<file path="src/rtl/inst_fetch.sv">
// Byte-serial instruction fetch: four single-byte reads per instruction, assembled
// little-endian and handed to decode once all four bytes belong to the current pc.
module inst_fetch #(
  parameter logic [31:0] RESET_PC = 32'h0000_0000
) (
  input  logic        clk,
  input  logic        rst,
  input  logic        rdy,
  input  logic [4:0]  stall,
  input  logic        use_npc,
  input  logic [31:0] npc_addr,
  input  logic        mem_busy,
  input  logic [7:0]  mem_din,
  output logic        mem_req,
  output logic [31:0] mem_addr,
  output logic [31:0] if_pc,
  output logic [31:0] if_inst,
  output logic        stall_req
);

  typedef enum logic {
    S_FETCH,
    S_DONE
  } state_t;

  state_t      r_state;
  logic [31:0] r_pc;
  logic [2:0]  r_ic;
  logic [2:0]  r_rc;
  logic        r_pend;
  logic        r_fl;
  logic [31:0] r_asm;
  logic [31:0] r_if_pc;
  logic [31:0] r_if_inst;

  logic        w_issue;
  logic        w_accept;
  logic        w_recv;
  logic        w_unused;

  // Only the IF hold bit of the stall vector matters to this stage.
  assign w_unused  = ^stall[4:1];

  assign w_issue   = (r_state == S_FETCH) && (r_ic < 3'd4);
  assign mem_req   = rst & rdy & w_issue;
  assign mem_addr  = rst ? (r_pc + {29'd0, r_ic}) : 32'd0;
  assign stall_req = rst & (r_state == S_FETCH);
  assign w_accept  = mem_req & ~mem_busy;
  assign w_recv    = r_pend & ~r_fl;

  assign if_pc     = r_if_pc;
  assign if_inst   = r_if_inst;

  // A byte accepted in the same cycle as a redirect still returns next cycle;
  // r_fl marks it so it is dropped instead of landing in the new word.
  always_ff @(posedge clk or negedge rst) begin
    if (!rst) begin
      r_state   <= S_FETCH;
      r_pc      <= RESET_PC;
      r_ic      <= 3'd0;
      r_rc      <= 3'd0;
      r_pend    <= 1'b0;
      r_fl      <= 1'b0;
      r_asm     <= 32'd0;
      r_if_pc   <= 32'd0;
      r_if_inst <= 32'd0;
    end else if (rdy) begin
      r_pend <= w_accept;
      r_fl   <= use_npc & w_accept;
      if (use_npc) begin
        r_pc    <= npc_addr;
        r_ic    <= 3'd0;
        r_rc    <= 3'd0;
        r_state <= S_FETCH;
      end else begin
        case (r_state)
          S_FETCH: begin
            if (w_accept) begin
              r_ic <= r_ic + 3'd1;
            end
            if (w_recv) begin
              r_asm[{r_rc[1:0], 3'b000} +: 8] <= mem_din;
              r_rc <= r_rc + 3'd1;
              if (r_rc == 3'd3) begin
                r_state   <= S_DONE;
                r_if_pc   <= r_pc;
                r_if_inst <= {mem_din, r_asm[23:0]};
              end
            end
          end
          S_DONE: begin
            if (!stall[0]) begin
              r_pc    <= r_pc + 32'd4;
              r_ic    <= 3'd0;
              r_rc    <= 3'd0;
              r_state <= S_FETCH;
            end
          end
        endcase
      end
    end
  end

endmodule

</file>
<file path="config.mk">
export PLATFORM = sky130hd
export DESIGN_NAME = inst_fetch
export DESIGN_NICKNAME = d
export VERILOG_FILES = /design/src/rtl/inst_fetch.sv
export SDC_FILE = /design/constraint.sdc
export NUM_CORES = 1
export LEC_CHECK = 0
export ABC_CLOCK_PERIOD_IN_PS = 2700
export BUFFER_PORTS_ARGS = -buffer_cell sky130_fd_sc_hd__buf_2
export CAP_MARGIN = 0
export CORE_ASPECT_RATIO = 0.8
export CORE_MARGIN = 2
export CORE_UTILIZATION = 45
export CTS_BUF_LIST = sky130_fd_sc_hd__clkbuf_4 sky130_fd_sc_hd__clkbuf_8
export DETAILED_ROUTE_END_ITERATION = 8
export PLACE_DENSITY = 0.68
export SLEW_MARGIN = 5
export SYNTH_ARGS = -nofsm -noshare
export SYNTH_HDL_FRONTEND = slang
export SYNTH_SLANG_ARGS = --single-unit
</file>
<file path="constraint.sdc">
create_clock -name clk -period 2.7 [get_ports clk]
set_input_delay 0.27 -clock clk [delete_from_list [all_inputs] [get_ports clk]]
set_output_delay 0.27 -clock clk [all_outputs]
set_load 0.005 [all_outputs]
</file>
==> reports/qor.yml, run 1 <==
ant_nets: 0
setup_viol: 14
die_x_um: 141
yosysTopAreaCellShare: 0.479
start_util: 0.466
cts-htree-levels: 4
violations: "setup timing"
antenna_cells: 0
critPathSlowestCell: "dfrtp_1"
synth.area.top_cells: "dfrtp_1, mux2_2, nand2_1, o21ai_0, and2_1"
syn-num-nets: 710
cts_tree: "built"
cts.sinks: 129
cp_top_family: "adder cells"
start_kind: "flop"
async_reset_ff_frac: 1.00
finalCriticalPeriod_ns: 2.89
yosys_warnings: 0
gr-total-overflow: 0
rrSetupSlack_ns: 0.32
ys.flop_type: "dfrtp_1"
grt_usage: 0.225
worstSkewPairLatency_ns: 0.44
io-pin-count: 148
setup_slack_ns: -0.193
cp_cell_sequence: "ha_2, inv_2, fa_2, and2b_2, o2111ai_4, buf_12, buf_8, nor2_4, xor2_1, and2_1, buf_2"
fmax_ghz: 0.346
dr.pass1.iters: 7
yosysTopAreaCell: "dfrtp_1"
p_total_uw: 5100
die_area_um2: 16000
max-slew-margin-rel: 0.443
critPathArrivalTime_ns: 2.62
outcome: "finished, violations left"
grt_pass1_vias: 5426
wl_per_cell_um: 17.9
synth-edff-count: 0
avgSynthCellArea_um2: 10.4
worstMarginPinSlew_ns: 0.835
layout_commonest_cell: "buf_2"
grt_max_degree: 76
cts_buffer_depth: 2
fin_worst_skew_ns: 0.00959
drv_cap: 0
hold_path_class: "input pin to flop"
globalplace.congestion: 0.881
post_route_cells_drive_above_1_share: 0.401
drt_wl_total_um: 17800
cts_buffers: 17
ir_worst_vdd_v: 0.000382
vias_per_cell: 5.65
area_delta_synth_final_pct: 25.9
antenna_found_initial: 0
synth_cells: 648
fin_crit_sh: 1.07
rows: 39
leakage_uw: 0.00419
vias: 5623
hold_viol: 0
ys_ff_latch: 129
finalNetCount: 861
synth_seq_area_share: 0.479
core_um2: 14400
drc: 0
cp_num_buf_inv: 4
fin_tns_setup_ns: -1.33
ctsRootBufferMaster: "clkbuf_8"
finish.instance_area_um2: 8480
grt_pass1_wl_um: 28300
cellPowerDensity_nw_per_um2: 601
dp_hpwl_um: 12300
final_cell_mix: "buf_2, dfrtp_1, nand2_1"
critical-path-max-stage-delay_ns: 0.36
path_class: "flop to output pin"
end_kind: "output pin"
worstPathRequired_ns: 2.43
clk_pin_slew_ns: 0.07
fp.dieH_um: 113
syn_area_um2: 6740
numPortBuffers: 143
rsz0062_at_grt: "true"
place_area_um2: 7640
initialDrtViolationCount: 446
crit_fanout: 7
drv_slew: 0
yosysUniqueCellTypes: 66
[layer usage]
metal / GRT usage / routed length [µm] / up-vias
met5: 0 / 0 / -
met4: 0.0733 / 289 / 0
met3: 0.0533 / 1140 / 26
met2: 0.346 / 8240 / 199
met1: 0.320 / 8170 / 2785
li1: - / - / 2613
[per-stage QoR]
| stage | hold slack [ns] | setup WS [ns] | util | cells |
|---|---|---|---|---|
| after floorplan | -0.0256 | 0.262 | - | 648 |
| after global placement | 0.194 | 0.0519 | 0.529 | 949 |
| after detailed placement | 0.194 | 0.0592 | 0.529 | 949 |
| after CTS | 0.00323 | -0.250 | 0.578 | 990 |
| after global routing | 0.0364 | -0.335 | 0.587 | 996 |
| final | 0.0564 | -0.193 | 0.587 | 996 |
[power breakdown]
| group | internal (µW) | switching, µW | total [µW] |
|---|---|---|---|
| Combinational | 514 | 626 | 1140 |
| Sequential | 2120 | 230 | 2350 |
| Clock | 816 | 793 | 1610 |
[final timing paths]
kind	from	endpoint	cells after the start
min	npc_addr[1]	r_pc[1]	3
max in group asynchronous	rst	r_rc[0]	3
max reg2reg	r_pc[3]	r_pc[28]	6
max	r_pc[0]	mem_addr[8]	11
min in group asynchronous	rst	r_pend	2
min reg2reg	r_asm[12]	r_asm[12]	2
[registers in the layout, summed over array words and instances, names as in the netlist]
signal   count
if_inst     32
if_pc       32
r_asm       24
r_fl         1
r_ic         3
r_pc        32
r_pend       1
r_rc         3
r_state      1
[cells in the mapped netlist, drive strengths merged, types with 3 or more instances]
cell type  count
o21ai         52
and3           3
nand2b         5
a21oi         23
buf           25
a221o          4
and2          28
xor2          12
a22o           4
nand2         85
ha            11
or4            3
a31o           3
a22oi         10
xnor2         14
nor2          15
clkbuf        24
mux2          63
nor2b          5
nor3          18
dfrtp        129
mux2i         10
o22ai         10
nor4          11
a21o           4
a31oi          6
nand3         14
nand4         12
inv           12
nor3b          6
o31a           3
or3            3
[layout make-up]
| class | instances | area [µm²] |
|---|---|---|
| repair buffers | 181 | 1080 |
| multi-input cells | 458 | 3500 |
| fillers | 1249 | 5960 |
| well taps | 184 | 230 |
| inverters | 12 | 45.0 |
| flip-flops and latches | 129 | 3230 |
| clock inverters | 11 | 105 |
| clock buffers | 21 | 283 |
[worst register-to-register path, stage by stage, from the launching register on]
cell	delay, ns
dfrtp_1	0.54
ha_1	0.26
nand3_1	0.26
or2_1	0.50
nor4_1	0.43
nand4_1	0.15
o311a_1	0.14
[kinds of logic after synthesis]
group / count (synthesis) / synth area share
AND/OR/NAND/NOR: 216 / 0.176
AO/OA/AOI/OAI: 131 / 0.121
flip-flops: 129 / 0.479
multiplexers: 73 / 0.120
buffers and inverters: 61 / 0.0457
XOR/XNOR: 26 / 0.0338
adder cells (fa/ha/maj): 12 / 0.0234
[timing repair]
action,4_1_cts,5_1_grt
hold buffers,1,1
gates cloned,2,0
buffers inserted,6,7
endpoints found under the hold margin,30,1
resized for setup,42,20
setup endpoints to repair,15,25
pin swaps,24,15
(Power assumes the default switching activity.)
==> run 2, diff against run 1 <==
CTS_BUF_LIST = sky130_fd_sc_hd__clkbuf_4   (was sky130_fd_sc_hd__clkbuf_4 sky130_fd_sc_hd__clkbuf_8)
==> run 2 against run 1 <==
The flow still finishes with violations (setup timing). Register-to-register slack gained 0.02 ns. Clock power decreased by 25%. First-iteration DRC count grew 11%. Sequential share of layout area down 0.97 points. Via count grew 2.7%. Critical path depth shrank 1. Final cell count increased by 3.4%. Maximum frequency decreased by 3.8%. Highest routed layer unchanged.
==> reports/qor.yml, run 2 (synthesized netlist as in run 1, its figures left out) <==
ctsRootBufferMaster: "clkbuf_4"
vias: 5776  # +2.7%
grt_pass1_vias: 5520  # +1.7%
layout_commonest_cell: "buf_2"
rsz0062_at_grt: "true"
critPathSlowestCell: "dfrtp_1"
fill_cells: 1242  # -0.56%
final_cell_mix: "buf_2, dfrtp_1, nand2_1"
cts.sinks: 129  # unchanged
setup_viol: 24  # +10
hold_ws_ns: 0.0341  # -0.0224 ns
globalplace.congestion: 0.881  # unchanged
drv_slew: 0  # unchanged
met1_length_um: 8070  # -1.2%
top_layer_used: "met4"
clk_pin_slew_ns: 0.11  # +0.04 ns
critical-path-max-stage-delay_ns: 0.37  # about the same
cts_buffer_depth: 2  # unchanged
cts_tree: "built"
end_kind: "output pin"
drt_wl_total_um: 18000  # +0.85%
fin_crit_sh: 1.11  # +0.0427
worstPathRequired_ns: 2.43  # about the same
start_util: 0.466  # unchanged
ant_nets: 0  # unchanged
dr.pass1.iters: 5  # -2
core_um2: 14400  # unchanged
fmax_ghz: 0.332  # -3.8%
finalNetCount: 894  # +3.8%
io-pin-count: 148  # unchanged
drv_cap: 0  # unchanged
dp_hpwl_um: 12300  # unchanged
violations: "setup timing"
drc: 0  # unchanged
outcome: "finished, violations left"
crit_fanout: 7  # unchanged
post-place-cells: 949  # unchanged
final_util: 0.602  # +0.0145
grt_usage: 0.229  # +0.00307
dr_wl_met3_um: 1330  # +17%
wl_per_cell_um: 17.5  # -2.5%
die_area_um2: 16000  # unchanged
fin_tns_setup_ns: -4.60  # -3.27 ns
critPathArrivalTime_ns: 2.74  # +0.12 ns
start_kind: "flop"
route.met2.wl_um: 8210  # -0.36%
max-slew-margin-rel: 0.457  # +0.0136
p_total_uw: 4730  # -7.2%
worstMarginPinSlew_ns: 0.814  # -0.0204 ns
area_delta_synth_final_pct: 29.0
cts_buffers: 17  # unchanged
cp_cell_sequence: "ha_2, inv_2, fa_2, and2b_2, o2111ai_4, buf_12, nor4_4, xor2_1, and2_1, buf_2"
hold_path_class: "input pin to flop"
cellPowerDensity_nw_per_um2: 545  # -9.4%
grt_pass1_wl_um: 28900  # +2.1%
rows: 39  # unchanged
setup_slack_ns: -0.308  # -0.115 ns
stdcell_count: 1030  # +3.4%
fin_worst_skew_ns: 0.0179  # +0.00833 ns
ir_worst_vdd_v: 0.000318  # -17%
gr-total-overflow: 0  # unchanged
cp_top_family: "simple AND/OR/NAND/NOR gates"
vias_per_cell: 5.61  # -0.67%
numPortBuffers: 143  # unchanged
post_route_cells_drive_above_1_share: 0.386  # -0.0157
cp_num_buf_inv: 3  # -1
die_x_um: 141  # unchanged
grt_max_degree: 76  # unchanged
worstSkewPairLatency_ns: 0.54  # +0.10 ns
fp.dieH_um: 113  # unchanged
finalCriticalPeriod_ns: 3.01  # +0.115 ns
antenna_found_initial: 1  # +1
path_class: "flop to output pin"
initialDrtViolationCount: 495  # +11%
cts-htree-levels: 4  # unchanged
hold_viol: 0  # unchanged
leakage_uw: 0.00430  # +2.4%
run 2: changes by cell type in the layout (fill, tap and decap cells not counted), sizes merged:
| cell | delta |
|---|---|
| diode | +1 |
| buf | +3 |
| clkbuf | -3 |
| clkinv | +3 |
| dlygate4sd3 | +30 |
run 2: power breakdown:
group,switching [µW],leakage [µW],internal (µW)
registers,231,0.00171,2120
logic,635,0.00246,544
clock network,746,0.000127,460
run 2: worst paths after layout:
check                                start            to  slack [ns]  cells past startpoint
min in group asynchronous              rst       r_ic[2]        0.19                      2
worst min-delay path            mem_din[3]     r_asm[19]        0.03                      3
worst min register to register   r_asm[12]     r_asm[12]        0.49                      2
worst max register to register     r_pc[3]      r_pc[28]        0.34                      6
max in group asynchronous              rst      r_asm[5]        1.57                      3
worst max-delay path               r_pc[0]  mem_addr[30]       -0.31                     10
run 2: what timing repair did:
action	in CTS	in global routing
setup buffers	7	8
hold endpoints to repair	114	0
gates resized for setup	45	19
pin swaps	32	13
hold buffers	32	0
endpoints found under the setup margin	23	27
cloned	2	0
run 2: per-stage QoR:
stage                     instance area [µm²]  setup WS [ns]
after global routing                     8690         -0.459
after detailed placement                 7640         0.0592
after global placement                   7640         0.0519
after floorplan                          6740          0.262
final                                    8690         -0.308
after CTS                                8550         -0.377
run 2: layer usage:
layer	up-vias	GRT usage
met5	-	0
met2	252	0.346
met3	47	0.0613
li1	2676	-
met1	2801	0.324
met4	0	0.0727
run 2: worst register-to-register path: cells and delay by family, from the launching register on:
kind	cells	cell delay [ns]
DFF	1	0.55
adders and majority gates	1	0.27
and+or+nand+nor	4	1.30
AOI/OAI and AO/OA	1	0.14
run 2: area by class of cell:
class / instances / area, µm² / share of cell area
diodes: 1 / 2.50 / 0.000288
clock inverters: 14 / 116 / 0.0134
repair buffers: 214 / 1410 / 0.162
flip-flops and latches: 129 / 3230 / 0.372
inverters: 12 / 45.0 / 0.00518
clock buffers: 18 / 135 / 0.0155
well taps: 184 / 230 / 0.0265
multi-input cells: 458 / 3520 / 0.406
==> run 3, diff against run 2 <==
ABC_AREA = 1   (was not set)
==> run 3 against run 2 <==
The flow still finishes with violations (setup timing). Total power increased by 4.0%. Non-clock buffer count decreased by 24. Critical path type unchanged. Core utilization decreased by 3.7 points. Via count increased by 18%. Final cell count increased by 33%. First-iteration DRC count increased by 23%. Largest power group unchanged.
==> reports/qor.yml, run 3 <==
drt_wl_total_um: 19500  # +8.5%
grtUsageMet2: 0.329  # -0.0174
async_reset_ff_frac: 1.00  # unchanged
crit_fanout: 4  # -3
finish.instance_area_um2: 8810  # +1.4%
leakage_uw: 0.00458  # +6.7%
clk_pin_slew_ns: 0.15  # +0.04 ns
ys_ff_latch: 129  # unchanged
grt.busiest_layer: "met1"
setup_slack_ns: -0.153  # +0.155 ns
ir_worst_vdd_v: 0.000319  # +0.29%
worstMarginPinSlew_ns: 0.807  # -0.00722 ns
layout_commonest_cell: "nand2_1"
worstPathRequired_ns: 2.43  # about the same
finalCriticalPeriod_ns: 2.85  # -0.155 ns
vias_per_cell: 4.97  # -11%
place_area_um2: 8060  # +5.5%
grt_usage: 0.241  # +0.0120
hold_viol: 0  # unchanged
gr-total-overflow: 0  # unchanged
initialDrtViolationCount: 607  # +23%
cellPowerDensity_nw_per_um2: 558  # +2.5%
p_total_uw: 4920  # +4.0%
worstSkewPairLatency_ns: 0.57  # +0.03 ns
avgSynthCellArea_um2: 7.35  # -29%
synth_cells: 966  # +49%
cts_buffer_depth: 2  # unchanged
outcome: "finished, violations left"
yosysTopAreaCellShare: 0.455  # -0.0247
hold_path_class: "input pin to flop"
start_util: 0.455  # -0.0110
yosys-top-cells-count: "nand2_1, dfrtp_1, nor2_1, inv_1, o21ai_0"
yosysTopAreaCell: "dfrtp_1"
dr.pass1.iters: 5  # unchanged
power.clock.fraction: 0.284  # +0.029
post_route_cells_drive_above_1_share: 0.244  # -0.142
grt_pass1_vias: 5949  # +7.8%
synth_seq_area_share: 0.455  # -0.0247
cp_num_buf_inv: 4  # +1
globalplace.congestion: 0.911  # +3.4%
p_int_uw: 3080  # -1.3%
yosysUniqueCellTypes: 32  # -52%
antenna_cells: 0  # -1
ant_nets: 0  # unchanged
rows: 41  # +5.1%
antenna_found_initial: 0  # -1
setup_viol: 12  # -50%
synth.most_common_cell: "nand2_1"
synth-compound-area-share: 0.135  # +0.0140
final_cell_mix: "nand2_1, buf_2, dfrtp_1"
cp_cell_sequence: "ha_2, inv_2, fa_2, inv_2, nand2_4, a21oi_4, nand2_2, nor2_2, buf_6, nand2_4, nand2_2, nand2_1, nor2_1, buf_2"
critPathSlowestCell: "dfrtp_1"
critPathArrivalTime_ns: 2.58  # -0.16 ns
post-place-cells: 1307  # +38%
drv_cap: 0  # unchanged
vias: 6801  # +18%
synthAdderAreaFrac: 0.0222  # -0.00120
fmax_ghz: 0.350  # +5.4%
critical-path-max-stage-delay_ns: 0.39  # +0.02 ns
finalNetCount: 1202  # +34%
cts_buffers: 17  # unchanged
ctsRootBufferMaster: "clkbuf_4"
p_sw_frac: 0.374  # +0.0333
final_util: 0.565  # -0.0365
fin_crit_sh: 1.06  # -0.0575
synthSimpleGateAreaFrac: 0.291  # +0.114
yosys_warnings: 0  # unchanged
cts_tree: "built"
cp_top_family: "adder cells"
numPortBuffers: 143  # unchanged
end_kind: "output pin"
drc: 0  # unchanged
cts-htree-levels: 4  # unchanged
p_comb_frac: 0.241  # -0.008
synth-edff-count: 0  # unchanged
wl_per_cell_um: 14.3  # -18%
ys.flop_type: "dfrtp_1"
synth-xor-area-share: 0.00617  # -0.0276
path_class: "flop to output pin"
dp_hpwl_um: 14200  # +15%
fin_worst_skew_ns: 0.0199  # +0.00197 ns
grt_max_degree: 67  # -12%
muxShareOfSynthArea: 0  # -0.120
io-pin-count: 148  # unchanged
grt_use_met1: 0.385  # +0.0609
max-slew-margin-rel: 0.462  # +0.00489
grt_util_met3: 0.0590  # -0.00225
drv_slew: 0  # unchanged
core_um2: 15600  # +8.0%
pwr-share-seq: 0.475  # -0.021
syn_area_um2: 7100  # +5.4%
synth.area.top_cells: "dfrtp_1, nand2_1, nor2_1, inv_1, o21ai_0"
rsz0062_at_grt: "true"
start_kind: "flop"
stdcell_count: 1368  # +33%
synth_top_family_by_area: "simple AND/OR/NAND/NOR gates"
cts.sinks: 129  # unchanged
die_area_um2: 16800  # +5.2%
p_sw_uw: 1840  # +14%
die_x_um: 144  # +2.6%
syn-num-nets: 1028  # +45%
fp.dieH_um: 116  # +2.6%
violations: "setup timing"
grt_pass1_wl_um: 31000  # +7.1%
area_delta_synth_final_pct: 24.1
==> run 3: stage by stage <==
step	hold slack [ns]	worst slack, ns	TNS (ns)
global placement	0.106	0.301	0
finish	0.0388	-0.153	-0.904
CTS	0.00679	-0.213	-1.43
global route	0.00481	-0.341	-3.92
detailed placement	0.109	0.264	0
floorplan	-0.0256	0.573	0
==> run 3: worst register-to-register path: cells and delay by family (launching register included) <==
family,cells,cell delay (ns)
AND/OR/NAND/NOR,5,0.77
flip-flops,1,0.42
buffers and inverters,4,0.35
adder cells (fa/ha/maj),1,0.26
AO/OA/AOI/OAI,1,0.16
==> run 3: cells by family after synthesis <==
family	count (synthesis)
compound gates	169
xor+xnor	5
fa+ha+maj	12
buf+inv	148
flops	129
simple gates	503
==> run 3: cell type report <==
type                       instances  area [µm²]
fill                            1522        6780
sequential                       129        3230
timing repair buffer             190        1210
multi-input combinational        689        3400
clock inverter                    15         158
tap                              215         269
inverter                         113         424
clock buffer                      17         128
==> run 3: what timing repair did <==
item                                    in CTS  in global routing
setup buffers                                4                  5
endpoints found under the setup margin      23                 24
hold endpoints to repair                    89                  0
gates resized for setup                     37                 17
pin swaps                                    8                  8
hold buffers                                20                  0
==> run 3: final timing paths <==
| kind | start | to | slack (ns) | depth (start not counted) |
|---|---|---|---|---|
| max reg2reg | r_pc[2] | r_pc[18] | 0.65 | 11 |
| max in group asynchronous | rst | if_inst[2] | 1.25 | 4 |
| min in group asynchronous | rst | r_pc[13] | 0.08 | 2 |
| min reg2reg | if_inst[26] | if_inst[26] | 0.48 | 2 |
| max | r_ic[0] | mem_addr[28] | -0.15 | 14 |
| min | npc_addr[17] | r_pc[17] | 0.04 | 5 |
==> run 3: metal layers <==
metal,up-vias,routed length (µm),share of wire
met4,0,146,0.0075
li1,3415,-,-
met5,-,0,0
met3,11,1660,0.085
met1,3116,9800,0.50
met2,259,7910,0.41
==> run 3: power by group through the flow <==
stage | Sequential (µW) | Clock (µW) | Combinational [µW]
after CTS | 2330 | 1420 | 1140
after global placement | 2370 | 0 | 1030
after global routing | 2370 | 1510 | 1350
final | 2340 | 1400 | 1190
after floorplan | 2320 | 0 | 688
after detailed placement | 2370 | 0 | 1060
